## src/rtl/z80fi_insn_collector.sv

```systemverilog
// Packs the bytes of one Z80 instruction LSB-first and hands the packed word, its length and
// its start IP to the downstream spec checkers through a one-deep registered output.
module z80fi_insn_collector #(
   parameter int unsigned MAX_LEN = 4
) (
   input  logic                 clk,
   input  logic                 reset_n,
   input  logic                 byte_valid,
   input  logic [7:0]           byte_data,
   input  logic [15:0]          byte_ip,
   input  logic                 insn_done,
   input  logic                 insn_abort,
   input  logic                 z80fi_ready,
   output logic                 z80fi_valid,
   output logic [8*MAX_LEN-1:0] z80fi_insn,
   output logic [2:0]           z80fi_insn_len,
   output logic [15:0]          z80fi_reg_ip_in,
   output logic                 too_long,
   output logic                 overrun
);

   localparam int unsigned W       = 8 * MAX_LEN;
   localparam logic [2:0]  LEN_MAX = 3'(MAX_LEN);

   typedef enum logic {StIdle, StCollect} state_e;

   state_e          state_q, state_d;
   logic [W-1:0]    acc_q, acc_d;
   logic [2:0]      len_q, len_d;
   logic [15:0]     ip_q, ip_d;
   logic            valid_q, valid_d;
   logic [W-1:0]    insn_q, insn_d;
   logic [2:0]      olen_q, olen_d;
   logic [15:0]     oip_q, oip_d;
   logic            too_long_q, too_long_d;
   logic            overrun_q, overrun_d;
   logic            emit;

   always_comb begin
      state_d    = state_q;
      acc_d      = acc_q;
      len_d      = len_q;
      ip_d       = ip_q;
      valid_d    = valid_q;
      insn_d     = insn_q;
      olen_d     = olen_q;
      oip_d      = oip_q;
      too_long_d = too_long_q;
      overrun_d  = overrun_q;
      emit       = 1'b0;

      if (insn_abort) begin
         state_d = StIdle;
         acc_d   = '0;
         len_d   = '0;
      end else begin
         unique case (state_q)
            StIdle: begin
               if (byte_valid) begin
                  acc_d = '0;
                  acc_d[7:0] = byte_data;
                  len_d = 3'd1;
                  ip_d  = byte_ip;
                  if (insn_done) begin
                     emit    = 1'b1;
                     state_d = StIdle;
                  end else begin
                     state_d = StCollect;
                  end
               end
            end
            StCollect: begin
               if (byte_valid) begin
                  if (len_q < LEN_MAX) begin
                     for (int k = 0; k < int'(MAX_LEN); k++) begin
                        if (len_q == 3'(k)) acc_d[8*k +: 8] = byte_data;
                     end
                     len_d = len_q + 3'd1;
                  end else begin
                     too_long_d = 1'b1;
                  end
               end
               if (insn_done) begin
                  emit    = 1'b1;
                  state_d = StIdle;
               end
            end
            default: state_d = StIdle;
         endcase
      end

      // Emission uses the post-update accumulator so a byte arriving with done is included.
      if (emit) begin
         if (!valid_q || z80fi_ready) begin
            valid_d = 1'b1;
            insn_d  = acc_d;
            olen_d  = len_d;
            oip_d   = ip_d;
         end else begin
            overrun_d = 1'b1;
         end
      end else if (valid_q && z80fi_ready) begin
         valid_d = 1'b0;
      end
   end

   always_ff @(posedge clk or negedge reset_n) begin
      if (!reset_n) begin
         state_q    <= StIdle;
         acc_q      <= '0;
         len_q      <= '0;
         ip_q       <= '0;
         valid_q    <= 1'b0;
         insn_q     <= '0;
         olen_q     <= '0;
         oip_q      <= '0;
         too_long_q <= 1'b0;
         overrun_q  <= 1'b0;
      end else begin
         state_q    <= state_d;
         acc_q      <= acc_d;
         len_q      <= len_d;
         ip_q       <= ip_d;
         valid_q    <= valid_d;
         insn_q     <= insn_d;
         olen_q     <= olen_d;
         oip_q      <= oip_d;
         too_long_q <= too_long_d;
         overrun_q  <= overrun_d;
      end
   end

   assign z80fi_valid     = valid_q;
   assign z80fi_insn      = insn_q;
   assign z80fi_insn_len  = olen_q;
   assign z80fi_reg_ip_in = oip_q;
   assign too_long        = too_long_q;
   assign overrun         = overrun_q;

endmodule

```

## config.mk

```make
export PLATFORM = sky130hd
export DESIGN_NAME = z80fi_insn_collector
export DESIGN_NICKNAME = d
export VERILOG_FILES = /design/src/rtl/z80fi_insn_collector.sv
export SDC_FILE = /design/constraint.sdc
export NUM_CORES = 1
export LEC_CHECK = 0
export ABC_CLOCK_PERIOD_IN_PS = 2100
export CORE_MARGIN = 2
export CORE_UTILIZATION = 45
export CTS_BUF_LIST = sky130_fd_sc_hd__clkbuf_4 sky130_fd_sc_hd__clkbuf_8 sky130_fd_sc_hd__clkbuf_16
export DETAILED_ROUTE_END_ITERATION = 12
export PLACE_DENSITY = 0.75
export SYNTH_ARGS = -nofsm -noshare
export SYNTH_HDL_FRONTEND = slang
export SYNTH_SLANG_ARGS = --single-unit
export TNS_END_PERCENT = 1
```

## constraint.sdc

```tcl
create_clock -name clk -period 2.1 [get_ports clk]
set_input_delay 0.525 -clock clk [delete_from_list [all_inputs] [get_ports clk]]
set_output_delay 0.525 -clock clk [all_outputs]
set_load 0.03 [all_outputs]
```

# ---- After elaboration in Yosys (flattened, before gate mapping)
# Cells that the tools add are included.
dict set report word_totals {
  word_cells 57
  ramBits 0
  ff_bits 106
  output_inout_bits 54
  mem_count 0
  latch_bits 0
  rom_bits 0
}
dict set report op_classes {
  reduce_logical 9
  magnitude_cmp 1
  shift 0
  multipliers 0
  div_mod_pow 0
  bitwise 4
  add_sub_neg 1
  n_eq_ne 4
  muxes 28
}
# operator count
set ops {}
lappend ops {{$mux W32} 4}
lappend ops {{$pmux W32 S2} 1}
lappend ops {{$mux W16} 3}
lappend ops {{$mux W8} 4}
lappend ops {{$mux W3} 4}
lappend ops {{$mux W1} 9}
lappend ops {{$eq A3 B2 Y1 const B} 2}
lappend ops {{$pmux W3 S2} 1}
lappend ops {{$reduce_and A2 Y1} 3}
lappend ops {{$not A1 Y1} 4}
lappend ops {{$pmux W1 S2} 2}
lappend ops {{$reduce_and A4 Y1} 1}
lappend ops {{$add A3 B1 Y3 const B} 1}
lappend ops {{$eq A3 B1 Y1 const B} 1}
lappend ops {{$logic_not A3 Y1} 1}
lappend ops {{$lt A3 B3 Y1 const B} 1}
lappend ops {{$ne A2 B1 Y1 const B} 1}
lappend ops {{$reduce_bool A2 Y1} 1}
lappend ops {{$logic_and A1 B1 Y1} 1}
lappend ops {{$logic_not A1 Y1} 1}
lappend ops {{$logic_or A1 B1 Y1} 1}

# ---- Depth between registers and ports, before layout
dict set report logic_depth {
  word_depth 6
  mapped_depth 6
  ltp_nobuf 5
}

# ---- Least setup slack after synthesis
# Ideal clock, no wire load.
dict set report synth_path {
  path_kind {register to register}
  startpoint {register state_q}
  endpoint {register oip_q[10], in the netlist z80fi_reg_ip_in[10]}
  path_slack_ns 0.368
  arrival_time_ns 1.607
  n_path_buf 2
  required_ns 1.975
  path_stages_with_launch 6
  cell_sequence {dfrtp_1 buf_6 nor3b_4 buf_8 mux2_4 mux2_4}
}
dict set report synth_between {
  elab_cells_between_ends 6
  cone_classes {mux (4); bitwise (1); reduce/logical (1)}
}
# item line
set synth_lines {}
lappend synth_lines {{start: declaration} 27} ;# state_e state_q, state_d;
lappend synth_lines {{start signal: assignment} 109} ;# state_q <= StIdle;
lappend synth_lines {{start signal: assignment} 120} ;# state_q <= state_d;
lappend synth_lines {{$mux W16} 57} ;# unique case (state_q)
lappend synth_lines {{$mux W16} 52} ;# if (insn_abort) begin
lappend synth_lines {{via ip_d[10]} 30} ;# logic [15:0] ip_q, ip_d;
lappend synth_lines {{end signal: assignment} 127} ;# oip_q <= oip_d;
lappend synth_lines {{end: declaration} 34} ;# logic [15:0] oip_q, oip_d;
# The timed path passes the listed nets, and every way through them passes these cells.
# A chain may end at the register's enable or synchronous reset.

# ---- Worst setup path in the final report
dict set report layout_path {
  startpoint {register insn_q[31], in the netlist z80fi_insn[31]}
  endpoint {output port z80fi_insn[31]}
}
# item line
set layout_lines {}
lappend layout_lines {{start: declaration} 32} ;# logic [W-1:0] insn_q, insn_d;
lappend layout_lines {{start signal: assignment} 125} ;# insn_q <= insn_d;
lappend layout_lines {{end: declaration} 15} ;# output logic [8*MAX_LEN-1:0] z80fi_insn,
# No word-level cell between the ends.

==> out/qor.json <==
{
  "cts.hold.buffers_added": 0,
  "pwr-share-seq": 0.492,
  "drt_first_iter_violations": 114,
  "grt_pass1_wl_um": 15400,
  "fp.dieArea_mm2": 0.0104,
  "worst-r2r-setup-slack_ns": 0.33,
  "worstRegToRegCells": 4,
  "setup-violations-final": 0,
  "nFillCells": 772,
  "worst_ep_required_time_ns": 1.57,
  "timing.critical_path.to_type": "primary output",
  "p_clk_frac": 0.262,
  "drt_pass1_iterations": 4,
  "holdCritPathClass": "input pin to async pin",
  "postSynthNetCount": 349,
  "endpoint": "z80fi_insn[31]",
  "sw_frac_of_total": 0.296,
  "worst_path_max_delay_cell": "sky130_fd_sc_hd__clkdlybuf4s50_1",
  "regToRegStartpoint": "state_q",
  "crit_path_max_incr_delay_ns": 0.70,
  "cts_sinks": 106,
  "layout-area-overhead-vs-synth_pct": 29.3,
  "final-hold-violation-count": 0,
  "critPathLaunchType": "flop",
  "netlist_area_mm2": 0.00433,
  "synth_top_family_by_area": "multiplexers",
  "comb_power_share": 0.246,
  "num_vias": 2848,
  "final_cell_mix": "106 x sky130_fd_sc_hd__dfrtp_1, 82 x sky130_fd_sc_hd__clkdlybuf4s50_1, 25 x sky130_fd_sc_hd__nor2_1, 25 x sky130_fd_sc_hd__o2bb2ai_1, 24 x sky130_fd_sc_hd__mux2i_1",
  "num_io_pins": 84,
  "post-dp-hpwl_um": 6510,
  "gp_routability_congestion": 0.797,
  "setup_repair_bufs_after_cts": 0,
  "drive_above_1_share": 0.176,
  "p_per_area_mw_per_mm2": 860,
  "crit_family": "buffers and inverters",
  "core.rowCount": 35,
  "post-route-worst-setup-slack_ns": 0.103,
  "dpl_worst_slack_ns": -0.144,
  "yosys.cell_types.count": 33,
  "overflow": 0,
  "slew_viol_final": 0,
  "cp_num_cells": 1,
  "gr-usage-met3": 0.0390,
  "int_power_mw": 3.39,
  "gr-usage-all-layers": 0.192,
  "placed_cells_incl_taps": 523,
  "yosys.area_share.simple": 0.0636,
  "crit_chain": "clkdlybuf4s50_1",
  "routedWlPerCell_um": 17.3,
  "route.detailed.drc": 0,
  "floorplan.die.height_um": 102,
  "irDropWorstVdd_mv": 0.335,
  "yosys_warns": 0,
  "achievable-frequency_mhz": 501,
  "layout_worst_path_cycle_share": 0.951,
  "final_cells": 539,
  "cts_buffer_depth": 2,
  "antenna_found_initial": 0,
  "critical_path_buf_inv_count": 1,
  "synth_adder_area_share": 0.0116,
  "synth_xor_area_frac": 0,
  "syn_avg_cell_area_um2": 13.7,
  "placedInstanceArea_mm2": 0.00540,
  "clk_latency_ns": 0.37,
  "worst_slew_pin_slew_ns": 0.525,
  "detail_route.wirelength_um": 9320,
  "grt_pass1_vias": 2954,
  "postCtsResizedCells": 0,
  "ctsHtreeMaxLevel": 3,
  "use_met2": 0.283,
  "synth_seq_cells": 106,
  "synth.area.mux_share": 0.160,
  "skew_ns": 0.0109,
  "global_route_hottest_layer": "met1",
  "critPathLaunch": "z80fi_insn[31]",
  "timing.slew.headroom": 0.649,
  "number_of_nets_with_antenna_violations_after_routing": 0,
  "synth_sequential_area_ratio": 0.613,
  "drv.max_cap_violation_count": 0,
  "io_buffers": 83,
  "run_status": "completed",
  "grt_util_met1": 0.283,
  "syn_inst": 315,
  "final_core_util": 0.603,
  "setup_tns_ns": 0,
  "critPathKind": "flop to primary output",
  "endpoint_of_the_worst_slack_reg_to_reg_timing_path": "z80fi_reg_ip_in[2]",
  "coreArea_mm2": 0.00928,
  "worstPathArrival_ns": 1.47,
  "clock_tree_from_tritoncts": "yes",
  "post_drt_via_cell_ratio": 5.28,
  "floorplan.initialDensity": 0.466,
  "p_total_mw": 4.82,
  "clock_tree.root_cell": "sky130_fd_sc_hd__clkbuf_8",
  "period_minus_slack_ns": 2.00,
  "tritoncts_buffers": 9,
  "rsz0062_at_grt": "no",
  "hold_slack_ns": 0.0370,
  "power.leakage_nw": 2.56,
  "fin_area_mm2": 0.00560,
  "die_w_um": 102,
  "synth_compound_gate_area_share": 0.117,
  "net-switching-power_mw": 1.43,
  "grt_max_degree": 44,
  "most_common_library_cell_in_the_layout_ignoring_fill_and_taps": "sky130_fd_sc_hd__dfrtp_1",
  "worst_setup_hold_path_clk_slew_ns": 0.10,
  "crit_path_max_fanout": 2,
  "finish.net_count": 439,
  "diodes": 0
}
registers in the layout, indices dropped and copies added (netlist names):
name             cells
acc_q               32
ip_q                16
len_q                3
overrun              1
state_q              1
too_long             1
z80fi_insn          32
z80fi_insn_len       3
z80fi_reg_ip_in     16
z80fi_valid          1
power by group through the flow:
stage,registers (mW),clock network [mW],logic (mW)
after floorplan,2.69,0,0.367
after global placement,2.40,0,1.17
after detailed placement,2.41,0,1.19
after CTS,2.37,1.30,1.20
after global routing,2.39,1.37,1.26
final,2.37,1.26,1.19
worst min path at each step:
| stage | start | to | slack (ns) | cells after the start |
|---|---|---|---|---|
| floorplan | reset_n | acc_q[0] | 0.23 | 0 |
| global placement | reset_n | ip_q[0] | 0.43 | 1 |
| detailed placement | reset_n | ip_q[15] | 0.43 | 1 |
| CTS | reset_n | ip_q[15] | 0.03 | 1 |
| global route | reset_n | ip_q[0] | 0.04 | 1 |
| finish | reset_n | z80fi_reg_ip_in[15] | 0.04 | 1 |
kinds of logic after synthesis:
kind of cell,count (synthesis)
mux,57
flops,106
compound gates,68
buf+inv,27
fa+ha+maj,4
simple gates,53
synth_stat cells (all sizes together):
| cell type | count | area share |
|---|---|---|
| a211oi | 1 | 0.0017 |
| a31oi | 17 | 0.025 |
| o211ai | 8 | 0.014 |
| nand3b | 2 | 0.0035 |
| inv | 3 | 0.0026 |
| o21a | 1 | 0.0017 |
| nand2 | 3 | 0.0026 |
| nor3b | 1 | 0.0043 |
| nand4b | 4 | 0.0081 |
| buf | 15 | 0.025 |
| ha | 4 | 0.012 |
| o2bb2ai | 25 | 0.051 |
| a21boi | 1 | 0.0017 |
| a41o | 1 | 0.0023 |
| dfrtp | 106 | 0.61 |
| o21ba | 2 | 0.0061 |
| nor2 | 25 | 0.022 |
| mux2 | 33 | 0.10 |
| clkinv | 1 | 0.00087 |
| nand3 | 9 | 0.010 |
| a21oi | 11 | 0.013 |
| nor2b | 3 | 0.0043 |
| clkbuf | 8 | 0.0069 |
| mux2i | 24 | 0.055 |
| nand2b | 3 | 0.0043 |
| nand4 | 2 | 0.0029 |
| o21bai | 1 | 0.0017 |
| and3 | 1 | 0.0014 |
routing by layer:
layer / vias up / part of all wire
met2: 117 / 0.43
met3: 13 / 0.073
met1: 1403 / 0.48
li1: 1315 / -
met5: - / 0
met4: 0 / 0.014
area by class of cell:
| cell class | count | area [um2] | area share |
|---|---|---|---|
| clock buffers | 9 | 124 | 0.0221 |
| clock inverters | 7 | 77.6 | 0.0139 |
| multi-input cells | 182 | 1520 | 0.272 |
| repair buffers | 102 | 1050 | 0.187 |
| inverters | 4 | 15.0 | 0.00268 |
| well taps | 129 | 161 | 0.0288 |
| flip-flops and latches | 106 | 2650 | 0.474 |
Power figures use the tool's default switching activity.
